===== src/rtl/clock_monitor.sv =====
// Half-period monitor for a slow square wave sampled in the clk_in domain.
// Measures toggle-to-toggle intervals, declares lock after a run of matches and flags loss of toggling.
module clock_monitor #(
    parameter int CNT_W       = 25,
    parameter int EXPECT_HALF = 5,
    parameter int TOL         = 0,
    parameter int LOCK_N      = 4,
    parameter int TIMEOUT     = 20
) (
    input  logic             clk_in,
    input  logic             reset_n,
    input  logic             sig_in,
    output logic [CNT_W-1:0] half_period,
    output logic             period_valid,
    output logic             locked,
    output logic             timeout_err,
    output logic [1:0]       state_o,
    output logic [CNT_W-1:0] cnt_o
);

    typedef enum logic [1:0] {
        IDLE = 2'd0,
        ACQ  = 2'd1,
        LOCK = 2'd2
    } state_e;

    localparam int                      MW     = $clog2(LOCK_N + 1);
    localparam logic [CNT_W-1:0]        ONE_C  = CNT_W'(1);
    localparam logic [CNT_W-1:0]        EXP_C  = CNT_W'(EXPECT_HALF);
    localparam logic [CNT_W-1:0]        TO_C   = CNT_W'(TIMEOUT);
    localparam logic signed [CNT_W:0]   TOL_C  = (CNT_W + 1)'(TOL);
    localparam logic [MW-1:0]           LOCK_C = MW'(LOCK_N);

    logic             s1_q, s2_q, s3_q;
    logic [CNT_W-1:0] cnt_q, cnt_d;
    state_e           state_q, state_d;
    logic [MW-1:0]    match_q, match_d;
    logic [CNT_W-1:0] half_q, half_d;
    logic             pv_q, pv_d;
    logic             locked_q, locked_d;
    logic             terr_q, terr_d;

    logic                    tgl;
    logic                    cnt_sat;
    logic [CNT_W-1:0]        meas;
    logic signed [CNT_W:0]   diff;
    logic signed [CNT_W:0]   abs_diff;
    logic                    is_match;
    logic                    timeout_hit;
    logic [MW-1:0]           match_inc;

    assign tgl      = s2_q ^ s3_q;
    assign cnt_sat  = &cnt_q;
    assign meas     = cnt_sat ? cnt_q : cnt_q + ONE_C;
    assign diff     = $signed({1'b0, meas}) - $signed({1'b0, EXP_C});
    assign abs_diff = diff[CNT_W] ? -diff : diff;
    assign is_match = (abs_diff <= TOL_C);
    // An edge in the same cycle as the timeout threshold wins.
    assign timeout_hit = (state_q != IDLE) && !tgl && (meas == TO_C);
    assign match_inc   = match_q + MW'(1);

    assign cnt_d = tgl ? '0 : meas;

    always_ff @(posedge clk_in or negedge reset_n) begin
        if (!reset_n) begin
            s1_q  <= 1'b0;
            s2_q  <= 1'b0;
            s3_q  <= 1'b0;
            cnt_q <= '0;
        end else begin
            s1_q  <= sig_in;
            s2_q  <= s1_q;
            s3_q  <= s2_q;
            cnt_q <= cnt_d;
        end
    end

    always_ff @(posedge clk_in or negedge reset_n) begin
        if (!reset_n) begin
            state_q  <= IDLE;
            match_q  <= '0;
            half_q   <= '0;
            pv_q     <= 1'b0;
            locked_q <= 1'b0;
            terr_q   <= 1'b0;
        end else begin
            state_q  <= state_d;
            match_q  <= match_d;
            half_q   <= half_d;
            pv_q     <= pv_d;
            locked_q <= locked_d;
            terr_q   <= terr_d;
        end
    end

    always_comb begin
        state_d = state_q;
        match_d = match_q;
        unique case (state_q)
            IDLE: begin
                if (tgl) begin
                    state_d = ACQ;
                    match_d = '0;
                end
            end
            ACQ: begin
                if (tgl) begin
                    if (is_match) begin
                        match_d = match_inc;
                        if (match_inc == LOCK_C) state_d = LOCK;
                    end else begin
                        match_d = '0;
                    end
                end else if (timeout_hit) begin
                    state_d = IDLE;
                    match_d = '0;
                end
            end
            LOCK: begin
                if (tgl) begin
                    if (!is_match) begin
                        state_d = ACQ;
                        match_d = '0;
                    end
                end else if (timeout_hit) begin
                    state_d = IDLE;
                    match_d = '0;
                end
            end
            default: begin
                state_d = IDLE;
                match_d = '0;
            end
        endcase
    end

    // The first toggle out of IDLE is only a reference, so it yields no measurement.
    always_comb begin
        pv_d     = tgl && (state_q != IDLE);
        half_d   = pv_d ? meas : half_q;
        locked_d = (state_d == LOCK);
        terr_d   = terr_q;
        if (tgl) begin
            terr_d = 1'b0;
        end else if (timeout_hit) begin
            terr_d = 1'b1;
        end
    end

    assign half_period  = half_q;
    assign period_valid = pv_q;
    assign locked       = locked_q;
    assign timeout_err  = terr_q;
    assign state_o      = state_q;
    assign cnt_o        = cnt_q;

endmodule


===== config.mk =====
export PLATFORM = sky130hd
export DESIGN_NAME = clock_monitor
export DESIGN_NICKNAME = d
export VERILOG_FILES = /design/src/rtl/clock_monitor.sv
export SDC_FILE = /design/constraint.sdc
export NUM_CORES = 1
export LEC_CHECK = 0
export CAP_MARGIN = 5
export CORE_UTILIZATION = 45
export CTS_CLUSTER_SIZE = 28
export DETAILED_ROUTE_END_ITERATION = 12
export HOLD_SLACK_MARGIN = 0.05
export PLACE_DENSITY = 0.7
export SETUP_SLACK_MARGIN = 0.3
export SLEW_MARGIN = 20
export SYNTH_ARGS = -nofsm -noshare
export SYNTH_HDL_FRONTEND = slang
export SYNTH_SLANG_ARGS = --single-unit

===== constraint.sdc =====
create_clock -name clk_in -period 3.7 [get_ports clk_in]
set_clock_uncertainty 0.15 [all_clocks]
set_input_delay 0.555 -clock clk_in [delete_from_list [all_inputs] [get_ports clk_in]]
set_output_delay 0.555 -clock clk_in [all_outputs]
set_load 0.02 [all_outputs]

==> metrics.txt, run 1 <==
total wire length=8360 um; io pins=58; Diodes inserted=0; gpl congestion=0.927; Critical Path Fanout Max=6; design area=4620 sq um; drt pass-1 iters=4; area of the mapped netlist=3220 sq um; Reg clk slew, reported paths=0.07 ns; CTS max path bufs=2; status=complete, no violations; #FFs+latches synth=61; DRC=0; first-pass GRT wire length=13200 um; most frequent cells in the layout=57 x dfrtp_1, 56 x clkdlybuf4s50_1, 42 x buf_4; CTS Buf Count=9; Chip Width=86.6 um; DIE AREA=7510 sq um; final core utilization=67.3%; Starting Density=46.9%; Layout Area Growth over Synthesis=43.3%; Crit path arrival time=3.50 ns; Max Clk Rate=0.293 GHz; Pwr per Cell Area=366 nW/um^2; Mapped Avg Cell Area=9.54 sq um; Leak=1.94 nW; vias in the first global route=2707; relative slew slack=39.8%; Final Critical Period=3.42 ns; post-place instance area=3950 sq um; Max Cap Violations=0; total track usage=23.0%; Rows=30; Peak VDD IR=0.211 mV; port buffer count=57; period utilization=92.3%; TNS Setup=0 ns; number of routed nets with antenna violations=0; Die Ht=86.6 um; clock root cell=clkbuf_8; Slew Viols, Final=0; CTS tree=yes; CP endpoint kind=flop; largest net degree at the start of global routing=30; sequential-to-total area share from yosys stat=47.3%; CTS Sinks=61; Worst Setup Path Type=reg2reg; htree depth=3; routed via count=2908; Fin. Hold Viols=0; HPWL after detailed placement=5610 um; most common cell after layout, fill and taps aside=dfrtp_1; Cells after Synth=338; number of enable flip-flop cells after synthesis=0; First DRT Iteration DRCs=184; share of cells above drive strength 1=26.0%; Syn Nets=348; # setup viols final=0; pin slew with the least headroom to its limit=0.903 ns; RSZ-0062 raised after global routing=yes; CP required=3.78 ns; Synth Warn #=0; ys async rst share=100%; Total Nets Final=445; initial antenna violation count=0; CTS Hold Bufs=0; worst skew pair latency=0.33 ns; hold crit path type=in2async; Critical Path Source Type=flop; gr ovfl total=0; per-cell routed wire length=15.6 um; core box area=6870 sq um; drt via density=5.44; ys flop type=dfrtp_1; Distinct cells, synth=55
==> per-layer routing <==
| layer | part of all wire (%) | GRT usage (%) | vias up |
|---|---|---|---|
| met3 | 5.5 | 5.71 | 16 |
| met2 | 48 | 36.1 | 100 |
| met1 | 45 | 30.0 | 1406 |
| li1 | - | - | 1386 |
| met5 | 0 | 0 | - |
| met4 | 2.2 | 10.9 | 0 |
==> logic make-up (layout without fill, tap and decap cells) <==
group	after synthesis	after routing	synth area share [%]
buffers and inverters	26	127	3.53
XOR/XNOR	19	19	5.63
adder cells (fa/ha/maj)	7	7	2.72
AND/OR/NAND/NOR	146	146	24.1
AO/OA/AOI/OAI	72	72	14.3
multiplexers	7	7	2.33
flip-flops	61	61	47.3
==> critical path, stage by stage, from the launching register on <==
cell	delay, ns
dfrtp_1	0.41
ha_4	0.17
nand4_1	0.18
nor4_4	0.38
buf_6	0.18
a31oi_4	0.10
mux2i_2	0.19
nor4b_4	0.38
nand4_2	0.16
mux2_4	0.37
nor2_4	0.11
a41oi_2	0.18
a2111oi_4	0.35
==> area by class of cell <==
cell class | instances | area (sq um)
Clock buffer | 14 | 173
Clock inverter | 1 | 5.00
Fill cell | 523 | 2250
Inverter | 10 | 37.5
Multi-Input combinational cell | 251 | 1840
Sequential cell | 61 | 1530
Tap cell | 96 | 120
Timing Repair Buffer | 102 | 917
==> cells in the mapped netlist, types with 2 or more instances <==
cell | instances | share of area, %
buf_2 | 4 | 0.62
nor3_1 | 7 | 1.1
nor4b_1 | 3 | 0.82
o21ai_0 | 32 | 5.0
o22ai_1 | 3 | 0.58
or3_1 | 2 | 0.39
inv_1 | 10 | 1.2
nand2_1 | 40 | 4.7
xor2_1 | 10 | 2.7
nand3_1 | 14 | 2.2
ha_1 | 7 | 2.7
a41oi_1 | 2 | 0.54
nand4_1 | 8 | 1.6
o211ai_1 | 3 | 0.70
xor2_2 | 2 | 1.0
o31ai_1 | 3 | 0.70
clkbuf_1 | 10 | 1.2
dfrtp_1 | 61 | 47
mux2i_1 | 6 | 1.9
or2_2 | 5 | 0.97
a21o_1 | 3 | 0.70
a211oi_1 | 3 | 0.70
o21a_1 | 4 | 0.93
a311oi_1 | 2 | 0.54
xnor2_1 | 7 | 1.9
nand4_2 | 2 | 0.78
a21oi_1 | 5 | 0.78
nor2_1 | 42 | 4.9
a31oi_1 | 5 | 0.97
nor2b_1 | 3 | 0.58
and3_1 | 2 | 0.39
and2_1 | 5 | 0.97
==> per-stage QoR <==
stage | power, mW | instances | hold WS (ns) | worst slack, ns
2_1_floorplan | 0.958 | 338 | 0.109 | 0.430
3_5_place_dp | 1.10 | 488 | 0.192 | 0.0477
4_1_cts | 1.64 | 516 | 0.0604 | 0.308
6_report | 1.69 | 535 | 0.0660 | 0.283
5_1_grt | 1.77 | 535 | 0.0889 | 0.162
3_3_place_gp | 1.09 | 487 | 0.183 | 0.185
==> power by group <==
group	switching [mW]	internal (mW)
Clock	0.246	0.294
Combinational	0.254	0.174
Sequential	0.0258	0.698
==> what timing repair did <==
item,CTS,global route
resized for setup,8,41
gates cloned,1,0
endpoints found under the setup margin,6,6
pin swaps,4,17
buffers inserted,12,19
==> state kept, by name (all words and copies together), names as in the netlist <==
name / flops
half_period: 25
state_o: 2
s3_q: 1
locked: 1
s2_q: 1
timeout_err: 1
cnt_o: 25
match_q: 3
s1_q: 1
period_valid: 1
==> worst paths after layout <==
| path | start | depth (start not counted) | slack [ns] | to |
|---|---|---|---|---|
| worst min register to register | s1_q | 0 | 0.20 | s2_q |
| min in group clk_in | s1_q | 0 | 0.20 | s2_q |
| worst max-delay path | cnt_o[1] | 12 | 0.28 | locked |
| max in group asynchronous | reset_n | 2 | 2.77 | cnt_o[3] |
| worst min-delay path | reset_n | 1 | 0.07 | half_period[11] |
| worst max register to register | cnt_o[1] | 12 | 0.28 | locked |
Note: power is estimated with default switching activity, not from simulation.
==> run 2, diff against run 1 <==
--- a/config.mk
+++ b/config.mk
@@ -5,12 +5,13 @@
 export SDC_FILE = /design/constraint.sdc
 export NUM_CORES = 1
 export LEC_CHECK = 0
+export ABC_AREA = 1
 export CAP_MARGIN = 5
 export CORE_UTILIZATION = 45
 export CTS_CLUSTER_SIZE = 28
 export DETAILED_ROUTE_END_ITERATION = 12
 export HOLD_SLACK_MARGIN = 0.05
-export PLACE_DENSITY = 0.7
+export PLACE_DENSITY = 0.67
 export SETUP_SLACK_MARGIN = 0.3
 export SLEW_MARGIN = 20
 export SYNTH_ARGS = -nofsm -noshare
==> metrics.txt, run 2 <==
clock root cell=clkbuf_8; period utilization=90.3% (-2.0 points); HPWL after detailed placement=10100 um (+81%); Fin. Hold Viols=0 (unchanged); top area cells in the synthesized netlist=dfrtp_1 36%, nand2_1 20%, nor2_1 7.9%; Die Ht=99.5 um (+15%); Cells after Synth=649 (+92%); Layout Area Growth over Synthesis=40.8%; number of routed nets with antenna violations=0 (unchanged); most common cell after layout, fill and taps aside=nand2_1; Syn Nets=659 (+89%); First DRT Iteration DRCs=372 (+100%); slowest cell on the critical path=dfrtp_1; hold crit path type=in2async; CTS max path bufs=2 (unchanged); Peak VDD IR=0.222 mV (+4.9%); count leader, synth=nand2_1; Crit path largest cell delay=0.45 ns (+0.04 ns); per-cell routed wire length=15.4 um (-1.2%); pin slew with the least headroom to its limit=0.699 ns (-0.204 ns); status=complete, no violations; total wire length=14000 um (+68%); Final Critical Period=3.34 ns (-0.0751 ns); # setup viols final=0 (unchanged); Yosys top cell by area=dfrtp_1; Critical Path Source Type=flop; CP endpoint kind=flop; placed insts=856 (+75%); ys async rst share=100% (unchanged); port buffer count=57 (unchanged); Finished Layout Cells=908 (+70%); total track usage=28.1% (+5.0 points); Diodes inserted=0 (unchanged); smallest hold slack=0.0969 ns (+0.0310 ns); Distinct cells, synth=32 (-42%); Commonest cells post-synth=223 x nand2_1, 90 x nor2_1, 73 x inv_1, 61 x dfrtp_1, 61 x nand3_1; Worst R2R End=state_o[0]; Starting Density=46.3% (-0.67 points); Chip Width=99.5 um (+15%); DIE AREA=9890 sq um (+32%); #FFs+latches synth=61 (unchanged); Slew Viols, Final=0 (unchanged); sequential-to-total area share from yosys stat=35.7% (-12 points); reg2reg start=cnt_o[14]; share of cells above drive strength 1=25.4% (-0.55 points); routed via count=4656 (+60%); area of the mapped netlist=4280 sq um (+33%); Tot Pwr=2.01 mW (+19%); Mapped Avg Cell Area=6.59 sq um (-31%); Synth Warn #=0 (unchanged); largest net degree at the start of global routing=47 (+57%); Critical Path Fanout Max=8 (+2); worst skew pair latency=0.35 ns (+0.02 ns); Reg clk slew, reported paths=0.08 ns (about the same); drt via density=5.13 (-5.7%); Total Nets Final=784 (+76%); gr ovfl total=0 (unchanged); CTS Buf Count=9 (unchanged); htree depth=3 (unchanged); post-synth top area share=35.7% (-12 points); Max Cap Violations=0 (unchanged); CP required=3.80 ns (+0.02 ns); first-pass GRT wire length=21400 um (+61%); Register-to-Register Path Depth=25 (+13); Critical Path Source=cnt_o[14]; initial antenna violation count=0 (unchanged); Pwr per Cell Area=334 nW/um^2 (-8.8%); Max Clk Rate=0.299 GHz (+2.2%); core box area=9240 sq um (+35%); Leak=3.02 nW (+56%); ys flop type=dfrtp_1; TNS Setup=0 ns (unchanged); Crit path arrival time=3.44 ns (-0.06 ns); CTS tree=yes; DRC=0 (unchanged); io pins=58 (unchanged); CTS Sinks=61 (unchanged); relative slew slack=53.4% (+14 points); drt pass-1 iters=5 (+1); RSZ-0062 raised after global routing=yes; number of enable flip-flop cells after synthesis=0 (unchanged); gpl congestion=0.906 (-2.2%); most frequent cells in the layout=211 x nand2_1, 73 x inv_1, 69 x nor2_1; Rows=35 (+17%); Worst Setup Path Type=reg2reg; r2r setup slk=0.36 ns (+0.08 ns); vias in the first global route=4154 (+53%)
## run 2: cell types whose count changed after synthesis, moves of 9 or more
cell | previous run | this run
nand2_1 | 40 | 223
nand3_1 | 14 | 61
nor2_1 | 42 | 90
xor2_1 | 10 | 1
nand2_2 | 0 | 9
inv_2 | 0 | 11
inv_1 | 10 | 73
## run 2: worst max path at each step
stage / end
after detailed placement: match_q[1]
after floorplan: match_q[0]
after global routing: match_q[2]
after global placement: match_q[2]
final: state_o[0]
after CTS: match_q[1]
## run 2: kinds of logic (layout without fill, tap and decap cells)
family	count (synthesis)	count (layout)	synth area share, %
and+or+nand+nor	436	438	47.0
buffers and inverters	100	228	9.45
DFF	61	61	35.7
AOI/OAI and AO/OA	40	40	4.80
adders and majority gates	7	7	2.05
xor gates and xnor gates	5	5	1.02
## run 2: metal layers
metal,share of wire [%],GRT usage [%]
met5,0,0
met4,1.4,7.47
met3,7.1,4.01
met2,46,43.5
met1,46,41.0
## run 2: metrics by stage
step                setup slack (ns)  instance area [sq um]  utilization, %
floorplan                      0.471                   4280               -
global placement               0.139                   5180            56.0
detailed placement           0.00347                   5180            56.0
CTS                            0.308                   5460            59.1
global route                   0.132                   6020            65.1
finish                         0.358                   6020            65.1
## run 2: final cells by class
type,instances,area (sq um)
Sequential cell,61,1540
Tap cell,129,161
Inverter,89,347
Clock inverter,5,35.0
Fill cell,819,3220
Multi-Input combinational cell,490,2650
Timing Repair Buffer,123,1140
Clock buffer,11,151
## run 2: critical path: cells and delay by family (launching register included)
family	cells	cell delay [ns]
AND/OR/NAND/NOR	20	2.15
buffers and inverters	5	0.46
flip-flops	1	0.45
## run 2: power breakdown
part	leakage, nW	switching, mW	internal (mW)	total, mW
sequential	0.814	0.0256	0.697	0.723
combinational	2.12	0.449	0.266	0.715
clock	0.0836	0.293	0.278	0.571
## run 2: timing repair
item	in CTS	in global routing
hold buffers	0	0
cloned	0	4
setup buffers	4	28
pin swaps	4	27
setup endpoints to repair	6	6
gates resized for setup	13	72
